### src/rtl/dram_init_seq.sv
// DRAM power-up sequencer: holds CKE low, raises it, then issues PRECHARGE-ALL,
// EMRS, MRS and N_REF REFRESH commands over valid/ready before flagging done.
module dram_init_seq #(
  parameter int unsigned CNT_W     = 16,
  parameter int unsigned PWRUP_CYC = 400,
  parameter int unsigned TXPR_CYC  = 20,
  parameter int unsigned TRP_CYC   = 4,
  parameter int unsigned TMRD_CYC  = 2,
  parameter int unsigned TRFC_CYC  = 26,
  parameter int unsigned N_REF     = 2
) (
  input  logic       clk,
  input  logic       rst,
  input  logic       init_start,
  input  logic       cmd_ready,
  output logic       cke_data,
  output logic       cmd_vld,
  output logic [2:0] cmd_code,
  output logic       init_busy,
  output logic       init_done
);

  localparam longint unsigned CNT_MAX = (64'd1 << CNT_W) - 64'd1;

  if (PWRUP_CYC > CNT_MAX || TXPR_CYC > CNT_MAX || TRP_CYC > CNT_MAX ||
      TMRD_CYC > CNT_MAX || TRFC_CYC > CNT_MAX) begin : g_cnt_fit_chk
    $error("dram_init_seq: a wait parameter does not fit in CNT_W bits");
  end
  if (N_REF < 1 || N_REF > 15) begin : g_nref_chk
    $error("dram_init_seq: N_REF must be in 1..15");
  end

  typedef enum logic [3:0] {
    S_IDLE     = 4'd0,
    S_PWRUP    = 4'd1,
    S_CKE_WAIT = 4'd2,
    S_ISS_PRE  = 4'd3,
    S_W_RP     = 4'd4,
    S_ISS_EMRS = 4'd5,
    S_W_MRD    = 4'd6,
    S_ISS_MRS  = 4'd7,
    S_W_MRD2   = 4'd8,
    S_ISS_REF  = 4'd9,
    S_W_RFC    = 4'd10,
    S_DONE     = 4'd11
  } state_t;

  localparam logic [2:0] CMD_NONE = 3'b000;
  localparam logic [2:0] CMD_PRE  = 3'b001;
  localparam logic [2:0] CMD_EMRS = 3'b010;
  localparam logic [2:0] CMD_MRS  = 3'b011;
  localparam logic [2:0] CMD_REF  = 3'b100;

  // Zero-length waits collapse to one cycle: load value is max(n,1)-1.
  function automatic logic [CNT_W-1:0] wait_ld(input int unsigned n);
    if (n == 32'd0) wait_ld = '0;
    else            wait_ld = CNT_W'(n - 32'd1);
  endfunction

  localparam logic [CNT_W-1:0] LD_PWRUP = wait_ld(PWRUP_CYC);
  localparam logic [CNT_W-1:0] LD_TXPR  = wait_ld(TXPR_CYC);
  localparam logic [CNT_W-1:0] LD_TRP   = wait_ld(TRP_CYC);
  localparam logic [CNT_W-1:0] LD_TMRD  = wait_ld(TMRD_CYC);
  localparam logic [CNT_W-1:0] LD_TRFC  = wait_ld(TRFC_CYC);
  localparam logic [3:0]       NREF_4   = 4'(N_REF);

  state_t           state_q, state_d;
  logic [CNT_W-1:0] cnt_q, cnt_d;
  logic [3:0]       ref_q, ref_d;
  logic             cnt_zero_s;
  logic             cke_d, vld_d, busy_d, done_d;
  logic [2:0]       code_d;

  assign cnt_zero_s = (cnt_q == '0);

  always_comb begin
    state_d = state_q;
    cnt_d   = cnt_q;
    ref_d   = ref_q;
    case (state_q)
      S_IDLE, S_DONE: begin
        if (init_start) begin
          state_d = S_PWRUP;
          cnt_d   = LD_PWRUP;
          ref_d   = 4'd0;
        end
      end
      S_PWRUP: begin
        if (cnt_zero_s) begin
          state_d = S_CKE_WAIT;
          cnt_d   = LD_TXPR;
        end else begin
          cnt_d = cnt_q - 1'b1;
        end
      end
      S_CKE_WAIT: begin
        if (cnt_zero_s) state_d = S_ISS_PRE;
        else            cnt_d   = cnt_q - 1'b1;
      end
      S_ISS_PRE: begin
        if (cmd_ready) begin
          state_d = S_W_RP;
          cnt_d   = LD_TRP;
        end
      end
      S_W_RP: begin
        if (cnt_zero_s) state_d = S_ISS_EMRS;
        else            cnt_d   = cnt_q - 1'b1;
      end
      S_ISS_EMRS: begin
        if (cmd_ready) begin
          state_d = S_W_MRD;
          cnt_d   = LD_TMRD;
        end
      end
      S_W_MRD: begin
        if (cnt_zero_s) state_d = S_ISS_MRS;
        else            cnt_d   = cnt_q - 1'b1;
      end
      S_ISS_MRS: begin
        if (cmd_ready) begin
          state_d = S_W_MRD2;
          cnt_d   = LD_TMRD;
        end
      end
      S_W_MRD2: begin
        if (cnt_zero_s) state_d = S_ISS_REF;
        else            cnt_d   = cnt_q - 1'b1;
      end
      S_ISS_REF: begin
        if (cmd_ready) begin
          state_d = S_W_RFC;
          cnt_d   = LD_TRFC;
          ref_d   = ref_q + 4'd1;
        end
      end
      S_W_RFC: begin
        if (!cnt_zero_s)         cnt_d   = cnt_q - 1'b1;
        else if (ref_q < NREF_4) state_d = S_ISS_REF;
        else                     state_d = S_DONE;
      end
      default: begin
        state_d = S_IDLE;
        cnt_d   = '0;
        ref_d   = 4'd0;
      end
    endcase
  end

  // Outputs are decoded from the next state so they register alongside it.
  always_comb begin
    cke_d  = 1'b0;
    vld_d  = 1'b0;
    code_d = CMD_NONE;
    busy_d = 1'b0;
    done_d = 1'b0;
    case (state_d)
      S_IDLE:     ;
      S_PWRUP:    busy_d = 1'b1;
      S_CKE_WAIT, S_W_RP, S_W_MRD, S_W_MRD2, S_W_RFC: begin
        cke_d  = 1'b1;
        busy_d = 1'b1;
      end
      S_ISS_PRE:  begin cke_d = 1'b1; busy_d = 1'b1; vld_d = 1'b1; code_d = CMD_PRE;  end
      S_ISS_EMRS: begin cke_d = 1'b1; busy_d = 1'b1; vld_d = 1'b1; code_d = CMD_EMRS; end
      S_ISS_MRS:  begin cke_d = 1'b1; busy_d = 1'b1; vld_d = 1'b1; code_d = CMD_MRS;  end
      S_ISS_REF:  begin cke_d = 1'b1; busy_d = 1'b1; vld_d = 1'b1; code_d = CMD_REF;  end
      S_DONE:     begin cke_d = 1'b1; done_d = 1'b1; end
      default:    ;
    endcase
  end

  always_ff @(posedge clk) begin
    if (rst) begin
      state_q   <= S_IDLE;
      cnt_q     <= '0;
      ref_q     <= 4'd0;
      cke_data  <= 1'b0;
      cmd_vld   <= 1'b0;
      cmd_code  <= CMD_NONE;
      init_busy <= 1'b0;
      init_done <= 1'b0;
    end else begin
      state_q   <= state_d;
      cnt_q     <= cnt_d;
      ref_q     <= ref_d;
      cke_data  <= cke_d;
      cmd_vld   <= vld_d;
      cmd_code  <= code_d;
      init_busy <= busy_d;
      init_done <= done_d;
    end
  end

endmodule

### config.mk
export PLATFORM = sky130hd
export DESIGN_NAME = dram_init_seq
export DESIGN_NICKNAME = d
export VERILOG_FILES = /design/src/rtl/dram_init_seq.sv
export SDC_FILE = /design/constraint.sdc
export NUM_CORES = 1
export LEC_CHECK = 0
export CAP_MARGIN = 10
export CORE_ASPECT_RATIO = 0.6
export CORE_UTILIZATION = 35
export DETAILED_ROUTE_END_ITERATION = 8
export SETUP_SLACK_MARGIN = 0.15
export SYNTH_ARGS = -nofsm -noshare
export SYNTH_HDL_FRONTEND = slang
export SYNTH_SLANG_ARGS = --single-unit
### constraint.sdc
create_clock -name clk -period 4.5 [get_ports clk]
set_clock_uncertainty 0.05 [all_clocks]
set_input_delay 0.9 -clock clk [delete_from_list [all_inputs] [get_ports clk]]
set_output_delay 0.9 -clock clk [all_outputs]
set_load 0.03 [all_outputs]
==> impl_results.md <==
* Nets at around 230
* Htree depth at 2
* Routed vias at 1567
* Slowest stage delay, CP at slightly above 0.6 ns
* CP arrival at between 2 and 3 ns
* Post-route ant nets at 0
* Min cycle time layout at between 2 and 3 ns
* First-pass DRT Iterations at 5
* Detailed Route Iter0 Violations at about 120
* DP Area at 1960 sq um
* Clock Sinks at 31
* Hold Fails Final Rpt at 0
* Total of max-cap violations at 0
* Ys Warns at 0
* Total global-route track usage at between 10% and 20%
* CTS max path bufs at 2
* CTS root buffer: clkbuf_8
* Post-CTS Resized at 0
* Synthesized net count at ~220
* Status: finished clean
* Slowest-stage cell, CP: clkdlybuf4s50_1
* Yosys cell types at 52
* FMAX at approximately 360 MHz
* Commonest non-fill, non-tap cell in the layout: dfxtp_1
* Post-CTS Hold Buffers at 0
* First-pass GRT wire length at 7190 um
* FF+latch count, synth at 31
* Critical Path End Type: flop
* Fillers at ~520
* CTS tree: built
* Register Area at between 600 and 700 sq um
* Main flop type after synthesis: dfxtp_1
* RSZ-0062 raised after global routing: no
* Total Wirelength at ~4300 um
* ANT cells at 0
* Pins over their slew limit at 0
* Drt drc at 0
* I/O pin count at 11
* Share of layout cells above drive strength 1 at ~13%
* Setup Fix Bufs, Post-CTS at 0
* Worst EP required at around 4.6 ns
* Lkg Pwr at about 0.73 nW
* Die Y at between 50 and 60 um
* Via density at between 5 and 6
* Cell family with most CP delay: compound AO/OA/AOI/OAI gates
* EDFF count, synth at 0
* Largest net degree at the start of global routing at 24
* Area of the core at 5050 sq um
* Vias in the first global route at 1378
* Routability cong. at 0.880
* Seq/Total Area, Yosys at around a third
* P&R area growth vs syn at 12.8%
* Num CTS Buffers at 5
* Count of final setup violators at 0
* # rows at 20
* Synth area leader: dfxtp_1
* Worst Path Max Fanout at 10
* Worst skew pair latency at approximately 0.28 ns
* Initial core utilization at between 30% and 40%
* Cell Area, Synth at between 1500 and 2000 sq um
* Count of input and output buffers at 10
* Async S/R FF share, synth at 0%
* Startpoint Class: input port
* Hold Crit Class: flop to flop
* Initial antenna violation count at 0
* PwrDens at approximately 430 nW/um^2
* Die area at 5550 sq um
* Die W at approximately 96 um
* Post-route cell area at 2070 sq um
* Worst-path clk slew at ~0.07 ns
* Tcrit/Tclk final at 61.6%
* Top cells by area, synth: dfxtp_1 (34%), xnor2_1 (4.8%), nor2_1 (4.5%)
* Setup Crit Path Kind: input port to flop
* Slew headroom at around 50%
* Setup_tns at 0 ns
* Multi-input gate area at around 1100 sq um
* Estimated wirelength of the detail-placed design at ~3000 um
* Worst Path Buf+Inv at 1
* Post-synth top area share at between 30% and 40%
* Average size of a mapped cell at ~8.7 sq um
* CP Cell Sequence: clkdlybuf4s50_1, nor4bb_1, a211oi_2, nand2_2, or2_1, o41ai_2, a21oi_1
* Worst vdd ir at around 0.00011 V
* Drt wl/cell at approximately 15 um
* Instance count of the mapped netlist at 211
* Most frequent cells in the layout: dfxtp_1 (31), nor2_1 (22), nor3_1 (14)
* Worst-Margin Slew at a little under 0.8 ns
* GRT Residual Overflow at 0
-- state kept, by name, summed over array words and instances (netlist names) --
| register | flops |
|---|---|
| ref_q | 4 |
| cmd_code | 3 |
| init_done | 1 |
| state_q | 4 |
| cke_data | 1 |
| cmd_vld | 1 |
| init_busy | 1 |
| cnt_q | 16 |
-- cell type report --
type,count,area share (%)
clock buffers,6,3.98
clock inverters,2,1.69
repair buffers,10,4.83
multi-input cells,164,54.3
well taps,66,3.98
flip-flops and latches,31,29.9
inverters,7,1.27
-- where the power goes --
part	internal, W	leakage (nW)	switching (W)
Clock	0.000179	0.0612	0.000108
Combinational	0.000111	0.413	0.000148
Sequential	0.000301	0.253	0.0000426
Total	0.000591	0.726	0.000299
-- layer usage --
| layer | GRT usage [%] | vias up | routed length (um) |
|---|---|---|---|
| li1 | - | 781 | - |
| met1 | 28.8 | 733 | 2450 |
| met2 | 20.1 | 49 | 1540 |
| met3 | 4.33 | 4 | 231 |
| met4 | 5.12 | 0 | 28 |
| met5 | 0 | - | 0 |
-- worst register-to-register path, stage by stage (launching register included) --
cell and delay, ns:
dfxtp_1 0.82, nor4bb_4 0.56, a211oi_2 0.14, nand2_2 0.20, or2_1 0.34, a21oi_1 0.10
o32ai_1 0.24
-- cell usage after synthesis (3+ instances only) --
master	n
nor2_1	22
dfxtp_1	31
or2_2	4
o21ai_0	4
or2_1	3
or3_1	5
nor3_1	14
nor2b_1	5
xnor2_1	10
nand3_1	6
nand3b_1	4
nor4_1	3
xor2_1	4
ha_1	3
nand2_1	13
nand2b_1	5
nor4b_1	3
o2bb2ai_1	3
nor4bb_1	3
buf_6	3
a21oi_1	13
buf_2	4
inv_1	7
-- logic make-up after synthesis --
group / count (synthesis) / share of synthesized area (%)
buf+inv: 16 / 4.97
xor+xnor: 14 / 6.67
simple gates: 105 / 35.2
compound gates: 41 / 16.8
flops: 31 / 33.8
fa+ha+maj: 3 / 2.04
mux: 1 / 0.545
-- worst paths after layout --
check        slack (ns)         to  depth (start not counted)  startpoint
min reg2reg        0.46   cnt_q[5]                          2    cnt_q[5]
min                0.46   cnt_q[5]                          2    cnt_q[5]
max reg2reg        1.97   cnt_q[2]                          6  state_q[3]
max                1.73  cnt_q[12]                          7   cmd_ready
-- through the flow --
step	power (W)	hold WS, ns	std cells	setup WS (ns)	utilization (%)
floorplan	0.000546	0.409	211	2.27	-
finish	0.000890	0.463	286	1.73	41.0
global placement	0.000605	0.435	278	1.50	38.7
detailed placement	0.000603	0.448	278	1.45	38.7
CTS	0.000894	0.463	286	1.75	41.0
global route	0.000943	0.487	286	1.61	41.0
Note: power is estimated with default switching activity, not from simulation.
